==> config.mk <==
export PLATFORM = sky130hd
export DESIGN_NAME = debug_loader_flat
export DESIGN_NICKNAME = d
export VERILOG_FILES = /design/src/rtl/debug_loader_if.sv /design/src/rtl/debug_loader.sv /design/src/flat_wrapper.sv
export SDC_FILE = /design/constraint.sdc
export NUM_CORES = 1
export LEC_CHECK = 0
export CAP_MARGIN = 10
export CORE_MARGIN = 2
export CORE_UTILIZATION = 50
export DETAILED_ROUTE_END_ITERATION = 8
export PLACE_DENSITY = 0.7
export SLEW_MARGIN = 20
export SYNTH_ARGS = -nofsm -noshare
export SYNTH_HDL_FRONTEND = slang
export SYNTH_SLANG_ARGS = --single-unit
==> constraint.sdc <==
create_clock -name clk -period 6 [get_ports clk]
set_input_delay 0.9 -clock clk [delete_from_list [all_inputs] [get_ports clk]]
set_output_delay 0.9 -clock clk [all_outputs]
set_load 0.1 [all_outputs]
==> src/rtl/debug_loader_if.sv <==
// Byte-stream host link plus core debug/programming port of the debug loader.
// master = loader side; slave = host UART and core side.
interface debug_loader_if #(
   parameter int AddrWidth = 13
);
   logic [7:0]           rx_data;
   logic                 rx_valid;
   logic                 rx_ready;
   logic [7:0]           tx_data;
   logic                 tx_valid;
   logic                 tx_ready;
   logic                 debug;
   logic [AddrWidth-1:0] debug_addr;
   logic [7:0]           debug_data;
   logic                 debug_imem;
   logic                 debug_full_reset;
   logic                 core_reset;
   logic                 busy;

   modport master (
      input  rx_data, rx_valid, tx_ready,
      output rx_ready, tx_data, tx_valid, debug, debug_addr, debug_data,
             debug_imem, debug_full_reset, core_reset, busy
   );

   modport slave (
      output rx_data, rx_valid, tx_ready,
      input  rx_ready, tx_data, tx_valid, debug, debug_addr, debug_data,
             debug_imem, debug_full_reset, core_reset, busy
   );
endinterface

==> src/rtl/debug_loader.sv <==
// Host command parser driving the core debug port; one status byte per command, 2 cycles/data byte.
// rx stalls (rx_ready=0) in WR/CLR/RESP; status byte held on tx until tx_ready.
module debug_loader #(
   parameter int AddrWidth     = 13,
   parameter int IMemBytes     = 4096,
   parameter int DMemBytes     = 4096,
   parameter int ClearCycles   = 4,
   parameter int TimeoutCycles = 1000000,
   parameter bit BootRun       = 1'b0
) (
   input logic            clk,
   input logic            rst_n,
   debug_loader_if.master bus
);

   localparam logic [7:0] CMD_WRITE = 8'h01;
   localparam logic [7:0] CMD_RUN   = 8'h02;
   localparam logic [7:0] CMD_HALT  = 8'h03;
   localparam logic [7:0] CMD_CLEAR = 8'h04;
   localparam logic [7:0] ACK       = 8'h79;
   localparam logic [7:0] NACK      = 8'h1F;

   localparam int CW = (ClearCycles > 1) ? $clog2(ClearCycles) : 1;
   localparam int TW = (TimeoutCycles > 1) ? $clog2(TimeoutCycles) : 1;
   localparam logic [CW-1:0] CLR_LAST = CW'(ClearCycles - 1);
   localparam logic [TW-1:0] TO_LAST  = TW'(TimeoutCycles - 1);
   localparam logic [16:0]   MEM_TOP  = 17'(IMemBytes + DMemBytes);

   typedef enum logic [3:0] {
      S_BOOT, S_IDLE, S_A0, S_A1, S_L0, S_L1, S_DATA, S_WR, S_CLR, S_RESP
   } state_t;

   state_t               state, state_n;
   logic [15:0]          addr, addr_n;
   logic [7:0]           len_lo, len_lo_n;
   logic [AddrWidth-1:0] cur, cur_n;
   logic [15:0]          rem, rem_n;
   logic [7:0]           wr_byte, wr_byte_n;
   logic                 err, err_n;
   logic [7:0]           status, status_n;
   logic                 core_rst, core_rst_n;
   logic [TW-1:0]        idle_cnt, idle_cnt_n;
   logic [CW-1:0]        clr_cnt, clr_cnt_n;

   logic                 rx_ready;
   logic                 rx_fire;
   logic                 timed;
   logic [15:0]          len_full;
   logic                 range_err;

   assign rx_ready  = state inside {S_IDLE, S_A0, S_A1, S_L0, S_L1, S_DATA};
   assign rx_fire   = bus.rx_valid & rx_ready;
   assign timed     = state inside {S_A0, S_A1, S_L0, S_L1, S_DATA};
   assign len_full  = {bus.rx_data, len_lo};
   // 17-bit sum so a region running past the top of the address space cannot wrap into range.
   assign range_err = ({1'b0, addr} + {1'b0, len_full}) > MEM_TOP;

   always_ff @(posedge clk or negedge rst_n) begin
      if (!rst_n) begin
         state    <= S_BOOT;
         addr     <= '0;
         len_lo   <= '0;
         cur      <= '0;
         rem      <= '0;
         wr_byte  <= '0;
         err      <= 1'b0;
         status   <= '0;
         core_rst <= ~BootRun;
         idle_cnt <= '0;
         clr_cnt  <= '0;
      end else begin
         state    <= state_n;
         addr     <= addr_n;
         len_lo   <= len_lo_n;
         cur      <= cur_n;
         rem      <= rem_n;
         wr_byte  <= wr_byte_n;
         err      <= err_n;
         status   <= status_n;
         core_rst <= core_rst_n;
         idle_cnt <= idle_cnt_n;
         clr_cnt  <= clr_cnt_n;
      end
   end

   always_comb begin
      state_n    = state;
      addr_n     = addr;
      len_lo_n   = len_lo;
      cur_n      = cur;
      rem_n      = rem;
      wr_byte_n  = wr_byte;
      err_n      = err;
      status_n   = status;
      core_rst_n = core_rst;
      idle_cnt_n = '0;
      clr_cnt_n  = clr_cnt;

      // Inter-byte timeout only fires on cycles without a handshake, so it never races the case below.
      if (timed && !rx_fire) begin
         if (idle_cnt == TO_LAST) begin
            state_n  = S_RESP;
            status_n = NACK;
         end else begin
            idle_cnt_n = idle_cnt + TW'(1);
         end
      end

      case (state)
         S_BOOT: state_n = S_IDLE;
         S_IDLE: begin
            if (rx_fire) begin
               case (bus.rx_data)
                  CMD_WRITE: begin
                     state_n    = S_A0;
                     core_rst_n = 1'b1;
                     err_n      = 1'b0;
                  end
                  CMD_RUN: begin
                     state_n    = S_RESP;
                     status_n   = ACK;
                     core_rst_n = 1'b0;
                  end
                  CMD_HALT: begin
                     state_n    = S_RESP;
                     status_n   = ACK;
                     core_rst_n = 1'b1;
                  end
                  CMD_CLEAR: begin
                     state_n    = S_CLR;
                     core_rst_n = 1'b1;
                     clr_cnt_n  = '0;
                  end
                  default: begin
                     state_n  = S_RESP;
                     status_n = NACK;
                  end
               endcase
            end
         end
         S_A0: if (rx_fire) begin
            addr_n[7:0] = bus.rx_data;
            state_n     = S_A1;
         end
         S_A1: if (rx_fire) begin
            addr_n[15:8] = bus.rx_data;
            state_n      = S_L0;
         end
         S_L0: if (rx_fire) begin
            len_lo_n = bus.rx_data;
            state_n  = S_L1;
         end
         S_L1: if (rx_fire) begin
            err_n = range_err;
            cur_n = addr[AddrWidth-1:0];
            rem_n = len_full;
            if (len_full == 16'd0) begin
               state_n  = S_RESP;
               status_n = range_err ? NACK : ACK;
            end else begin
               state_n = S_DATA;
            end
         end
         S_DATA: if (rx_fire) begin
            if (err) begin
               // Out-of-range frame: drain the payload without touching memory.
               rem_n = rem - 16'd1;
               if (rem == 16'd1) begin
                  state_n  = S_RESP;
                  status_n = NACK;
               end
            end else begin
               wr_byte_n = bus.rx_data;
               state_n   = S_WR;
            end
         end
         S_WR: begin
            cur_n = cur + AddrWidth'(1);
            rem_n = rem - 16'd1;
            if (rem == 16'd1) begin
               state_n  = S_RESP;
               status_n = ACK;
            end else begin
               state_n = S_DATA;
            end
         end
         S_CLR: begin
            if (clr_cnt == CLR_LAST) begin
               state_n  = S_RESP;
               status_n = ACK;
            end else begin
               clr_cnt_n = clr_cnt + CW'(1);
            end
         end
         S_RESP: if (bus.tx_ready) state_n = S_IDLE;
         default: state_n = S_IDLE;
      endcase
   end

   assign bus.rx_ready         = rx_ready;
   assign bus.tx_valid         = (state == S_RESP);
   assign bus.tx_data          = (state == S_RESP) ? status : 8'h00;
   assign bus.debug            = (state == S_WR);
   assign bus.debug_addr       = (state == S_WR) ? cur : '0;
   assign bus.debug_data       = (state == S_WR) ? wr_byte : 8'h00;
   assign bus.debug_imem       = (state == S_WR) && (32'(cur) < IMemBytes);
   assign bus.debug_full_reset = (state == S_CLR);
   assign bus.core_reset       = core_rst;
   assign bus.busy             = !(state inside {S_BOOT, S_IDLE});

endmodule
==> src/flat_wrapper.sv <==
// flat-port wrapper written by rule: the top's interface ports become plain ports
module debug_loader_flat 
#(
   parameter int AddrWidth     = 13,
   parameter int IMemBytes     = 4096,
   parameter int DMemBytes     = 4096,
   parameter int ClearCycles   = 4,
   parameter int TimeoutCycles = 1000000,
   parameter bit BootRun       = 1'b0
)
  (clk, rst_n, bus_rx_data, bus_rx_valid, bus_tx_ready, bus_rx_ready, bus_tx_data, bus_tx_valid, bus_debug, bus_debug_addr, bus_debug_data, bus_debug_imem, bus_debug_full_reset, bus_core_reset, bus_busy);
  debug_loader_if #(.AddrWidth(AddrWidth)) bus_i ();
  input logic clk;
  input logic rst_n;
  input wire logic [$bits(bus_i.rx_data)-1:0] bus_rx_data;
  input wire logic [$bits(bus_i.rx_valid)-1:0] bus_rx_valid;
  input wire logic [$bits(bus_i.tx_ready)-1:0] bus_tx_ready;
  output wire logic [$bits(bus_i.rx_ready)-1:0] bus_rx_ready;
  output wire logic [$bits(bus_i.tx_data)-1:0] bus_tx_data;
  output wire logic [$bits(bus_i.tx_valid)-1:0] bus_tx_valid;
  output wire logic [$bits(bus_i.debug)-1:0] bus_debug;
  output wire logic [$bits(bus_i.debug_addr)-1:0] bus_debug_addr;
  output wire logic [$bits(bus_i.debug_data)-1:0] bus_debug_data;
  output wire logic [$bits(bus_i.debug_imem)-1:0] bus_debug_imem;
  output wire logic [$bits(bus_i.debug_full_reset)-1:0] bus_debug_full_reset;
  output wire logic [$bits(bus_i.core_reset)-1:0] bus_core_reset;
  output wire logic [$bits(bus_i.busy)-1:0] bus_busy;
  assign bus_i.rx_data = bus_rx_data;
  assign bus_i.rx_valid = bus_rx_valid;
  assign bus_i.tx_ready = bus_tx_ready;
  assign bus_rx_ready = bus_i.rx_ready;
  assign bus_tx_data = bus_i.tx_data;
  assign bus_tx_valid = bus_i.tx_valid;
  assign bus_debug = bus_i.debug;
  assign bus_debug_addr = bus_i.debug_addr;
  assign bus_debug_data = bus_i.debug_data;
  assign bus_debug_imem = bus_i.debug_imem;
  assign bus_debug_full_reset = bus_i.debug_full_reset;
  assign bus_core_reset = bus_i.core_reset;
  assign bus_busy = bus_i.busy;
  debug_loader #(.AddrWidth(AddrWidth), .IMemBytes(IMemBytes), .DMemBytes(DMemBytes), .ClearCycles(ClearCycles), .TimeoutCycles(TimeoutCycles), .BootRun(BootRun)) u_core (.clk(clk), .rst_n(rst_n), .bus(bus_i));
endmodule
==> results of run 1 <==
## worst reg2reg max path, delay by kind of cell (launching register included)
family / cells / cell delay, ns
AOI/OAI and AO/OA: 7 / 1.87
adders and majority gates: 2 / 0.71
DFF: 1 / 0.41
xor gates and xnor gates: 1 / 0.20
## layout make-up
| type | count | area, um^2 |
|---|---|---|
| clock inverter | 5 | 65.06 |
| multi-input combinational | 513 | 3359 |
| timing repair buffer | 50 | 490.5 |
| fill | 1058 | 5032 |
| clock buffer | 11 | 242.7 |
| tap | 147 | 183.9 |
| inverter | 29 | 108.9 |
| sequential | 97 | 2429 |
## worst paths after layout
check / slack [ns] / startpoint / to / depth (start not counted)
hold / removal: 0.42 / rst_n / u_core.rem[3]$_DFFE_PN0P_ / 1
min in group clk: 0.46 / u_core.status[3]$_DFF_PN0_ / u_core.status[3]$_DFF_PN0_ / 1
setup reg to reg: 2.71 / u_core.len_lo[0]$_DFFE_PN0P_ / u_core.status[2]$_DFF_PN0_ / 10
hold reg to reg: 0.46 / u_core.status[3]$_DFF_PN0_ / u_core.status[3]$_DFF_PN0_ / 1
max in group asynchronous: 4.33 / rst_n / u_core.state[0]$_DFF_PN0_ / 2
setup / recovery: 1.41 / u_core.state[1]$_DFF_PN0_ / bus_debug_addr[11] / 8
## report_power, final
part           switching (mW)  total [mW]  internal [mW]
registers               0.238        1.09          0.853
clock network           0.265       0.603          0.338
logic                   0.940        1.48          0.540
## registers in the layout (all words and copies together), names as in the netlist
signal,cells
u_core.bus.core_reset,1
u_core.cur,13
u_core.wr_byte,8
u_core.len_lo,8
u_core.status,8
u_core.addr,16
u_core.clr_cnt,2
u_core.idle_cnt,20
u_core.state,4
u_core.err,1
u_core.rem,16
## metal layers
layer | vias to the layer above | track usage
met5 | - | 0
met4 | 0 | 0.1195
met3 | 36 | 0.03879
met2 | 169 | 0.4092
met1 | 2600 | 0.3285
li1 | 2502 | -
## cell families (layout without fill, tap and decap cells)
group / count (synthesis) / in the layout
and+or+nand+nor: 257 / 257
AOI/OAI and AO/OA: 176 / 176
DFF: 97 / 97
buffers and inverters: 61 / 95
muxes: 36 / 36
adders and majority gates: 22 / 22
xor gates and xnor gates: 22 / 22
## through the flow
step                      power (mW)  hold WS (ns)  area, um^2
after floorplan                2.189        0.4242        6028
after global placement         2.523        0.4528        6568
after detailed placement       2.561        0.4439        6568
after CTS                      3.171        0.4273        6875
after global routing           3.398        0.4336        6879
final                          3.175        0.4230        6879
## layout by cell type, fill, tap and decap left out, drive strengths merged, types with 9 or more instances in the layout
cell | netlist | final
dfrtp | 96 | 96
nor2 | 71 | 71
o21ai | 60 | 60
nand2 | 58 | 58
clkdlybuf4s50 | 0 | 46
a21oi | 44 | 44
mux2 | 33 | 33
inv | 29 | 30
and3 | 24 | 24
ha | 21 | 21
nand3 | 20 | 20
nor3 | 17 | 17
xor2 | 13 | 13
nor4 | 11 | 11
clkbuf | 24 | 11
and2 | 10 | 10
xnor2 | 9 | 9
==> results by group, run 1 <==
Outcome
  – Outcome: finished clean

Synthesis
  – Syn Nets: 705
  – Largest family of logic cells by synthesized area: simple AND/OR/NAND/NOR gates
  – Synthesized flop and latch total: 97
  – Largest area contributor in the netlist: dfrtp_1
  – Syn_area_per_cell: 8.984 um^2
  – Top cells by area, synth: dfrtp_1 40%, mux2_2 6.2%, o21ai_0 4.6%
  – Synth Area in Compound Gates: 0.1891
  – Post-synthesis mux area share: 0.06663
  – Async S/R FF share, synth: 1.000
  – Commonest cells in the netlist: 96 x dfrtp_1, 71 x nor2_1, 58 x nand2_1
  – Mapped Area: 6028 um^2
  – Post-Synth Simple-Gate Area: 0.2221
  – Area share of the largest cell type after synthesis: 0.3985
  – Adder-Cell Fraction of Synth Area: 0.04691
  – Most frequent cell after synthesis: dfrtp_1
  – Ys Warns: 0
  – Cell count after synthesis: 671
  – Share of the yosys chip area belonging to registers: 0.4029
  – Post-synth EDFFs: 0
  – Synth Area in XOR/XNOR: 0.03196
  – Distinct cell type count after synthesis: 75
  – Prevailing post-synth register cell: dfrtp_1

Finish
  – Area Overhead vs Synth: 14.11%
  – # diodes: 0
  – Post-Layout Cell Count: 852
  – Final Core Density: 0.5775
  – Fraction of layout cells with a size suffix above 1: 0.1078
  – Fin nets: 734

Drt
  – Metal-1 WL: 6669 um
  – Wirelength per Cell: 18.22 um
  – DR vias: 5,307
  – Drt pass-1 iters: 5
  – ANT nets after route: 0
  – Max layer used: met4
  – Met2 wire len: 7620 um
  – Post-route DRC: 0
  – Violation count after the first detailed-route iteration: 513
  – Routed WL: 15,530 um
  – Via density: 6.229
  – DR WL met3: 733 um

Pwr
  – VDD IR-drop max: 0.1965 mV
  – Pwr dens: 461.5 nW/um^2
  – Leakage: 2.923 nW

Global route
  – GRT Total Usage: 0.2508
  – First-pass GRT wire length: 25,720 um
  – Maximum number of pins on one net before global-route repair: 78
  – Vias in the first global route: 5,179
  – GRT Residual Overflow: 0
  – Antenna violations before repair: 0

Clock tree
  – CTS Hold Bufs: 0
  – Root Buffer: clkbuf_16
  – Max clock buf depth: 2
  – Clk Latency, worst-skew pair: 0.36 ns
  – Total CTS buffers: 9
  – H-Tree Level Count: 3
  – Worst-path clk slew: 0.07 ns
  – CTS resizes: 0
  – # clock sinks: 97
  – CTS tree: done
  – Post-CTS Setup Repair Bufs: 0

STA
  – Final WS setup: 1.406 ns
  – Period utilization: 0.7656
  – Final Max Tran Viols: 0
  – Final worst path period need: 4.594 ns
  – Setup Skew: 0.009872 ns
  – Worst slew margin: 0.3454
  – # setup viols final: 0
  – Setup TNS Final: 0 ns
  – Fmax: 0.2177 GHz
  – Final hold violations: 0
  – RSZ-0062 raised after global routing: no
  – Worst slew pin tran: 0.9788 ns

Worst setup path
  – CP max FO: 20
  – CP Class: reg2out
  – CP arrival: 3.69 ns
  – CP Capture Type: primary output
  – Top delay family on crit path: buffers and inverters
  – CP most frequent cell: nand2_1
  – Crit-path cells: nand2_1 -> nor2_1 -> buf_4 -> nand2_1 -> inv_1 -> nand2_1 -> inv_1 -> clkdlybuf4s50_1
  – Critical Path Start Type: flop
  – Largest stage delay, worst path: 1.12 ns
  – Slowest cell on the critical path: clkdlybuf4s50_1
  – CP Data Required Time: 5.10 ns
  – Worst Path Buf+Inv: 4

Floorplanning
  – Die ar.: 12,950 um^2
  – Die width: 113.8 um
  – # IOs: 48
  – CORE AREA: 11,910 um^2
  – Number of cell rows: 40
  – Starting density of the core: 0.5061
  – Die H: 113.8 um

Min path
  – Hold Path Class: in2async

Placed design
  – Place WS: 1.852 ns
  – # placed instances: 836
  – GPL Wtd Cong: 0.9016
  – Post-DP HPWL: 11,140 um
  – Buffers on Ports: 47

Flow run
  – Max-cap violations: 0
No activity file was read; power rests on OpenSTA's default activity.
==> run 2, diff against run 1 <==
==> constraint.sdc (replaced) <==
create_clock -name clk -period 4.5 [get_ports clk]
set_input_delay 0.675 -clock clk [delete_from_list [all_inputs] [get_ports clk]]
set_output_delay 0.675 -clock clk [all_outputs]
set_load 0.1 [all_outputs]
==> run 2 against run 1 <==
Critical path depth fell by 5; clock-buffer cell count shrank 2; combinational power is 32% higher; die area unchanged; critical path type unchanged.
==> results by group, run 2 (synthesized netlist as in run 1, its figures left out) <==
STA
  – Worst slew pin tran: 0.9696 ns (-0.009197 ns)
  – Final Max Tran Viols: 0 (unchanged)
  – Period utilization: 0.7592
  – Final hold slack: 0.3684 ns (-0.05457 ns)
  – Worst slew margin: 0.3516 (+0.006151)
  – Final hold violations: 0 (unchanged)
  – # setup viols final: 0 (unchanged)
  – Setup Skew: 0.006937 ns (-0.002935 ns)
  – Fmax: 0.2927 GHz
  – Setup TNS Final: 0 ns (unchanged)
  – Final worst path period need: 3.416 ns
  – RSZ-0062 raised after global routing: no

Floorplanning
  – Starting density of the core: 0.5061 (unchanged)
  – Number of cell rows: 40 (unchanged)
  – # IOs: 48 (unchanged)
  – CORE AREA: 11,910 um^2 (unchanged)
  – Die H: 113.8 um (unchanged)
  – Die width: 113.8 um (unchanged)
  – Die ar.: 12,950 um^2 (unchanged)

Finish
  – Fraction of layout cells with a size suffix above 1: 0.1615 (+0.05372)
  – Most common cell after layout, fill and taps aside: dfrtp_1
  – Most frequent cells in the layout: 96 x dfrtp_1, 71 x nor2_1, 58 x nand2_1
  – # diodes: 0 (unchanged)
  – Max reg flops: 20 (unchanged)
  – Final Core Density: 0.5768 (-0.0007350)
  – Largest regs: u_core.idle_cnt (20), u_core.addr (16), u_core.rem (16)
  – Area Overhead vs Synth: 13.97%
  – Fin nets: 742 (+1.1%)
  – Largest reg by FF count: u_core.idle_cnt

Clock tree
  – CTS resizes: 0 (unchanged)
  – Total CTS buffers: 9 (unchanged)
  – CTS tree: done
  – Root Buffer: clkbuf_16
  – Worst-path clk slew: 0.07 ns (about the same)
  – H-Tree Level Count: 3 (unchanged)
  – Max clock buf depth: 2 (unchanged)
  – Clk Latency, worst-skew pair: 0.35 ns (about the same)
  – Post-CTS Setup Repair Bufs: 0 (unchanged)
  – CTS Hold Bufs: 0 (unchanged)
  – # clock sinks: 97 (unchanged)

Pwr
  – Leakage: 3.037 nW (+3.9%)
  – VDD IR-drop max: 0.2721 mV (+38%)
  – Pwr dens: 612.8 nW/um^2 (+33%)

Drt
  – Post-route DRC: 0 (unchanged)
  – ANT nets after route: 0 (unchanged)
  – Violation count after the first detailed-route iteration: 418 (-19%)
  – Via density: 6.192 (-0.59%)
  – Drt pass-1 iters: 5 (unchanged)
  – Routed WL: 15,460 um (-0.44%)
  – DR vias: 5,319 (+0.23%)
  – Wirelength per Cell: 17.99 um (-1.3%)

Placed design
  – Buffers on Ports: 47 (unchanged)
  – GPL Wtd Cong: 0.9158 (+1.6%)
  – Post-DP HPWL: 11,000 um (-1.3%)

Flow run
  – Max-cap violations: 0 (unchanged)

Worst setup path
  – CP Class: reg2out
  – Critical Path Start Type: flop
  – CP max FO: 18 (-10%)
  – R2R depth: 10 (unchanged)
  – R2R Path Start: u_core.len_lo[0]$_DFFE_PN0P_
  – RR Endpoint: u_core.status[1]$_DFF_PN0_
  – CP endpoint: bus_rx_ready
  – CP Data Required Time: 3.83 ns (-1.27 ns)
  – Flop-to-flop setup slack: 1.26 ns (-1.45 ns)
  – Crit. Startpoint: u_core.state[1]$_DFF_PN0_
  – CP arrival: 2.74 ns (-0.95 ns)
  – CP Capture Type: primary output

Global route
  – Maximum number of pins on one net before global-route repair: 80 (+2.6%)
  – GRT Residual Overflow: 0 (unchanged)
  – GRT Total Usage: 0.2458 (-0.004944)
  – First-pass GRT wire length: 25,500 um (-0.83%)
  – Antenna violations before repair: 0 (unchanged)
  – Vias in the first global route: 5,088 (-1.8%)

Min path
  – Hold Path Class: in2async

Outcome
  – Outcome: finished clean
[run 2: changes by cell type in the layout (fill, tap and decap cells not counted)]
cell / change
a21oi_1: +1
a21oi_2: -1
buf_12: +2
buf_4: +37
buf_6: +1
clkbuf_1: -1
clkbuf_8: -1
clkdlybuf4s50_1: -32
clkinv_2: +2
clkinv_4: +1
clkinvlp_4: -2
[run 2: final cells by class]
type / count / area (um^2)
fill: 1056 / 5041
multi-input combinational: 513 / 3356
sequential: 97 / 2429
timing repair buffer: 58 / 499.2
clock buffer: 9 / 225.2
tap: 147 / 183.9
inverter: 29 / 108.9
clock inverter: 6 / 68.82
[run 2: report_power, final]
group	leakage, nW	total (mW)	internal, mW	switching, mW
Combinational	1.67	1.95	0.719	1.24
Clock	0.147	0.784	0.432	0.351
Sequential	1.22	1.47	1.14	0.334
[run 2: worst min path at each step]
stage / start / to / slack (ns) / depth (start not counted)
global placement: u_core.status[3]$_DFF_PN0_ / u_core.status[3]$_DFF_PN0_ / 0.44 / 1
CTS: u_core.status[4]$_DFF_PN0_ / u_core.status[4]$_DFF_PN0_ / 0.46 / 1
detailed placement: u_core.status[4]$_DFF_PN0_ / u_core.status[4]$_DFF_PN0_ / 0.45 / 1
floorplan: rst_n / u_core.addr[0]$_DFFE_PN0P_ / 0.38 / 0
global route: rst_n / u_core.rem[11]$_DFFE_PN0P_ / 0.44 / 1
finish: rst_n / u_core.rem[15]$_DFFE_PN0P_ / 0.37 / 1
[run 2: per-stage QoR]
stage	total power, mW	cell area (um^2)	setup WS [ns]	instances
5_1_grt	4.488	6870	0.9965	859
2_1_floorplan	2.919	6028	0.5497	671
6_report	4.210	6870	1.084	859
3_3_place_gp	3.337	6573	1.068	844
4_1_cts	4.199	6867	1.085	859
3_5_place_dp	3.404	6573	0.9664	844
[run 2: worst max-delay path, cell delays in order (launching register included)]
cell	delay, ns
dfrtp_1	0.68
nor2_1	0.20
a211oi_2	0.32
clkdlybuf4s50_1	1.19
[run 2: metal layers]
layer  track usage  up-vias  wire (um)
li1              -     2511          -
met1        0.3420     2609       7009
met2        0.3932      173       7392
met3       0.03932       26        740
met4       0.08374        0        314
met5             0        -          0
==> run 3, diff against run 2 <==
--- a/config.mk
+++ b/config.mk
@@ -9,7 +9,7 @@
 export CORE_MARGIN = 2
 export CORE_UTILIZATION = 50
 export DETAILED_ROUTE_END_ITERATION = 8
-export PLACE_DENSITY = 0.7
+export PLACE_DENSITY = 0.73
 export SLEW_MARGIN = 20
 export SYNTH_ARGS = -nofsm -noshare
 export SYNTH_HDL_FRONTEND = slang
==> constraint.sdc (replaced) <==
create_clock -name clk -period 3.1 [get_ports clk]
set_input_delay 0.465 -clock clk [delete_from_list [all_inputs] [get_ports clk]]
set_output_delay 0.465 -clock clk [all_outputs]
set_load 0.1 [all_outputs]
==> run 3 against run 2 <==
First-iteration DRC count grew 12%; total power grew 48%; final area grew 7.0%; combinational power grew 59%; non-clock buffer count grew 18; critical path depth grew 7; register-to-register slack lost 1.1 ns; cell count grew 2.1%; sequential power grew 43%; wire length grew 3.6%; critical endpoint is now u_core.status[1]$_DFF_PN0_; global-route usage grew 0.80 points; worst setup slack lost 0.94 ns.
==> results by group, run 3 (synthesized netlist as in run 1, its figures left out) <==
Clock tree
  – Root Buffer: clkbuf_16
  – Clk Latency, worst-skew pair: 0.35 ns (about the same)
  – # clock sinks: 97 (unchanged)
  – CTS tree: done
  – Max clock buf depth: 2 (unchanged)
  – Total CTS buffers: 9 (unchanged)
  – CTS Hold Bufs: 0 (unchanged)
  – H-Tree Level Count: 3 (unchanged)
  – Worst-path clk slew: 0.07 ns (about the same)

Finish
  – Fraction of layout cells with a size suffix above 1: 0.1945 (+0.03300)
  – Most common cell after layout, fill and taps aside: dfrtp_1
  – Largest reg by FF count: u_core.idle_cnt
  – Fin nets: 760 (+2.4%)
  – Most frequent cells in the layout: 96 x dfrtp_1, 70 x nor2_1, 58 x nand2_1
  – Largest regs: u_core.idle_cnt (20), u_core.addr (16), u_core.rem (16)
  – # diodes: 0 (unchanged)
  – Max reg flops: 20 (unchanged)
  – Final Core Density: 0.6174 (+0.04065)
  – Area Overhead vs Synth: 22.00%

Drt
  – Routed WL: 16,010 um (+3.6%)
  – Drt pass-1 iters: 7 (+2)
  – Violation count after the first detailed-route iteration: 468 (+12%)
  – Via density: 6.275 (+1.3%)
  – ANT nets after route: 0 (unchanged)
  – Wirelength per Cell: 18.25 um (+1.4%)
  – DR vias: 5,503 (+3.5%)
  – Post-route DRC: 0 (unchanged)

Pwr
  – VDD IR-drop max: 0.4877 mV (+79%)
  – Leakage: 3.185 nW (+4.9%)
  – Pwr dens: 850.0 nW/um^2 (+39%)

Flow run
  – Max-cap violations: 0 (unchanged)

STA
  – Setup TNS Final: 0 ns (unchanged)
  – Worst slew margin: 0.5207 (+0.1691)
  – Setup Skew: 0.007236 ns (+0.0002986 ns)
  – Period utilization: 0.9528
  – Fmax: 0.3386 GHz
  – # setup viols final: 0 (unchanged)
  – Final hold violations: 0 (unchanged)
  – Final hold slack: 0.1445 ns (-0.2239 ns)
  – Final worst path period need: 2.954 ns
  – Worst slew pin tran: 0.7136 ns (-0.2560 ns)
  – Final Max Tran Viols: 0 (unchanged)

Floorplanning
  – # IOs: 48 (unchanged)
  – Die width: 113.8 um (unchanged)
  – Die ar.: 12,950 um^2 (unchanged)
  – Die H: 113.8 um (unchanged)
  – Starting density of the core: 0.5061 (unchanged)
  – CORE AREA: 11,910 um^2 (unchanged)
  – Number of cell rows: 40 (unchanged)

Worst setup path
  – CP max FO: 4 (-14)
  – CP arrival: 3.19 ns (+0.45 ns)
  – CP Class: reg2reg
  – Critical Path Start Type: flop
  – CP Data Required Time: 3.34 ns (-0.49 ns)
  – CP Capture Type: flop

Placed design
  – Buffers on Ports: 47 (unchanged)
  – GPL Wtd Cong: 1.006 (+9.8%)
  – Post-DP HPWL: 11,880 um (+8.0%)

Min path
  – Hold Path Class: in2async

Global route
  – Antenna violations before repair: 0 (unchanged)
  – Vias in the first global route: 5,259 (+3.4%)
  – First-pass GRT wire length: 26,100 um (+2.4%)
  – GRT Total Usage: 0.2538 (+0.007961)
  – GRT Residual Overflow: 0 (unchanged)
  – Maximum number of pins on one net before global-route repair: 52 (-35%)

Outcome
  – Outcome: finished clean
==> run 3: cell types whose count changed in the layout (fill, tap and decap cells not counted), moves of 2 or more <==
cell             delta
buf_12             +28
nor3_2              +2
buf_4               -5
clkdlybuf4s50_1     -4
clkinvlp_4          +2
nor3_1              -2
clkinv_4            -2
==> run 3: power by group <==
part | internal [mW] | switching (mW) | total, mW
sequential | 1.65 | 0.450 | 2.10
clock | 0.563 | 0.481 | 1.04
combinational | 1.21 | 1.90 | 3.10
==> run 3: final cells by class <==
class | count | area [um^2]
clock buffer | 11 | 242.7
fill | 998 | 4557
timing repair buffer | 76 | 970.9
sequential | 97 | 2429
multi-input combinational | 513 | 3391
clock inverter | 4 | 28.78
tap | 147 | 183.9
inverter | 29 | 108.9
==> run 3: what timing repair did <==
action                     4_1_cts  5_1_grt
gates resized for setup          0        4
buffers inserted                 0        0
setup endpoints to repair        0        5
==> run 3: metal layers <==
layer,share of wire,wire (um),vias to the layer above,track usage
met1,0.43,6905,2702,0.3372
met5,0,0,-,0
met3,0.052,833,30,0.03613
met4,0.016,264,0,0.07886
li1,-,-,2558,-
met2,0.50,8004,213,0.4319
==> run 3: path summary, 6_finish.rpt <==
path,start,to,slack [ns],depth (start not counted)
worst min register to register,u_core.status[0]$_DFF_PN0_,u_core.status[0]$_DFF_PN0_,0.46,1
worst max-delay path,u_core.len_lo[0]$_DFFE_PN0P_,u_core.status[1]$_DFF_PN0_,0.15,10
worst max register to register,u_core.len_lo[0]$_DFFE_PN0P_,u_core.status[1]$_DFF_PN0_,0.15,10
max in group asynchronous,rst_n,u_core.bus.core_reset$_DFFE_PN1P_,2.12,2
min in group clk,u_core.status[0]$_DFF_PN0_,u_core.status[0]$_DFF_PN0_,0.46,1
worst min-delay path,rst_n,u_core.idle_cnt[11]$_DFF_PN0_,0.14,1
==> run 3: metrics by stage <==
stage               cells  cell area (um^2)  setup WS [ns]  power, mW
floorplan             671              6056        0.07605      4.257
global placement      862              7068        0.05282      5.023
detailed placement    862              7068       -0.07635      5.144
CTS                   877              7340        0.03853      6.190
global route          877              7355       -0.03674      6.657
finish                877              7355         0.1465      6.251
==> run 3: critical path, stage by stage, from the launching register on <==
cell and delay [ns]:
dfrtp_1 0.39, ha_1 0.24, fa_2 0.39, a211oi_2 0.27
o211ai_1 0.19, a41oi_1 0.28, xor2_1 0.17, o2111ai_1 0.19
o41ai_4 0.36, a31oi_2 0.17, o21a_1 0.19
==> edit, RTL diff (config.mk and constraints of run 2) <==
Reset style: synchronous (`rst_n`), changed in one clocked block.
--- a/src/rtl/debug_loader.sv
+++ b/src/rtl/debug_loader.sv
@@ -55,7 +55,7 @@
    // 17-bit sum so a region running past the top of the address space cannot wrap into range.
    assign range_err = ({1'b0, addr} + {1'b0, len_full}) > MEM_TOP;
 
-   always_ff @(posedge clk or negedge rst_n) begin
+   always_ff @(posedge clk) begin
       if (!rst_n) begin
          state    <= S_BOOT;
          addr     <= '0;
Behaviour: differs if rst_n is asserted again (counterexample within 4 cycles, from zero or initial values and one cycle with rst_n low); with rst_n held inactive, the same outputs for 10 cycles.
==> edit against run 2 <==
  * Worst setup slack lost 0.11 ns
  * Routed wire length grew 11%
  * Cell count grew 9.1%
  * Area after synthesis shrank 2.9%
  * Die area shrank 2.8%
  * Design area shrank 3.5%
  * Sequential cell count is the same
  * Largest cell class unchanged
Power is not compared: it rests on default switching activity, and its combinational part moved more than twofold at a synthesized area within 25%.
==> edit: results (changes against run 2) <==
* Via/cell ratio at 6.24 (+0.81%)
* Seq/Total Area, Yosys at 0.332 (-0.0710)
* Synth cell count leaders: nor2_1, dfxtp_1, nand2_1
* Worst r2r path cells at 11 (+1)
* Crit path time final at 3.53 ns (+0.109 ns)
* Worst Path Max Fanout at 24 (+6)
* Syn Nets at 797 (+13%)
* Gr usage total at 0.274 (+0.0285)
* Pin count of the biggest net entering global routing at 47 (-41%)
* Post-Synthesis Cells at 763 (+14%)
* Gpl congestion at 0.974 (+6.4%)
* Reg-to-reg critical path startpoint: u_core.len_lo[0]
* Arrival @ worst endpoint at 2.85 ns (+0.11 ns)
* Routed length on met3 at 1150 um (+55%)
* Hold crit path type: flip-flop to flip-flop
* Worst path slowest cell: nor2_2
* Dpl hpwl at 12300 um (+12%)
* Worst setup path startpoint: u_core.state[1]
* Post-synth cell types at 65 (-13%)
* Worst-margin pin slew at 1.10 ns (+0.134 ns)
* Fin Clk Skew at 0.0105 ns (+0.00356 ns)
* Worst r2r dst: u_core.status[1]
* Met2 routed WL at 7680 um (+3.9%)
* Slowest stage delay, CP at 0.70 ns (-0.49 ns)
* Reg2Reg Setup Slack at 1.31 ns (+0.05 ns)
* Starting DRT DRC Count at 492 (+18%)
* Status: completed
* Top FF cell, synth: dfxtp_1
* Most area-consuming cells after synthesis: dfxtp_1, nor2_1, a21oi_1
* ANT cells at 0 (unchanged)
* Worst hold slack at 0.431 ns (+0.0625 ns)
* Average routed wire per standard cell at 18.4 um (+2.0%)
* DR vias at 5849 (+10%)
* First-pass GRT wire length at 28000 um (+9.9%)
* Largest registers: u_core.idle_cnt (20), u_core.addr (16), u_core.rem (16)
* Final nets at 823 (+11%)
* DP Worst Slack at 0.754 ns (-0.212 ns)
* Clk root buf: clkbuf_16
* Via count of the first global-routing pass at 5360 (+5.3%)
* Share of layout cells above drive strength 1 at 0.0932 (-0.0683)
* DRT met1 WL at 8020 um (+14%)
* End point of the critical path: bus_debug_imem
* Post-synth ARST share at 0 (-1.00)
-- edit: kinds of logic (layout without fill, tap and decap cells) --
family | Yosys count | in the layout | synth area share
and+or+nand+nor | 332 | 332 | 0.277
AOI/OAI and AO/OA | 199 | 199 | 0.222
DFF | 97 | 97 | 0.332
buffers and inverters | 66 | 97 | 0.0443
muxes | 28 | 28 | 0.0481
adders and majority gates | 22 | 22 | 0.0483
xor gates and xnor gates | 19 | 19 | 0.0284
-- edit: cell type report --
cell class	count	area, um2
Clock inverter	5	67.6
Inverter	25	93.8
Timing Repair Buffer	56	453
Sequential cell	97	1940
Fill cell	1080	4790
Multi-Input combinational cell	600	3650
Clock buffer	11	243
Tap cell	143	179
-- edit: metal layers --
layer | track usage | vias up
met5 | 0 | -
met4 | 0.0854 | 0
met3 | 0.0545 | 29
met2 | 0.423 | 225
met1 | 0.389 | 2781
li1 | - | 2814
-- edit: report_power, final --
part	switching (mW)	internal [mW]
sequential	0.00356	0.863
combinational	0.0923	0.0441
clock	0.365	0.457
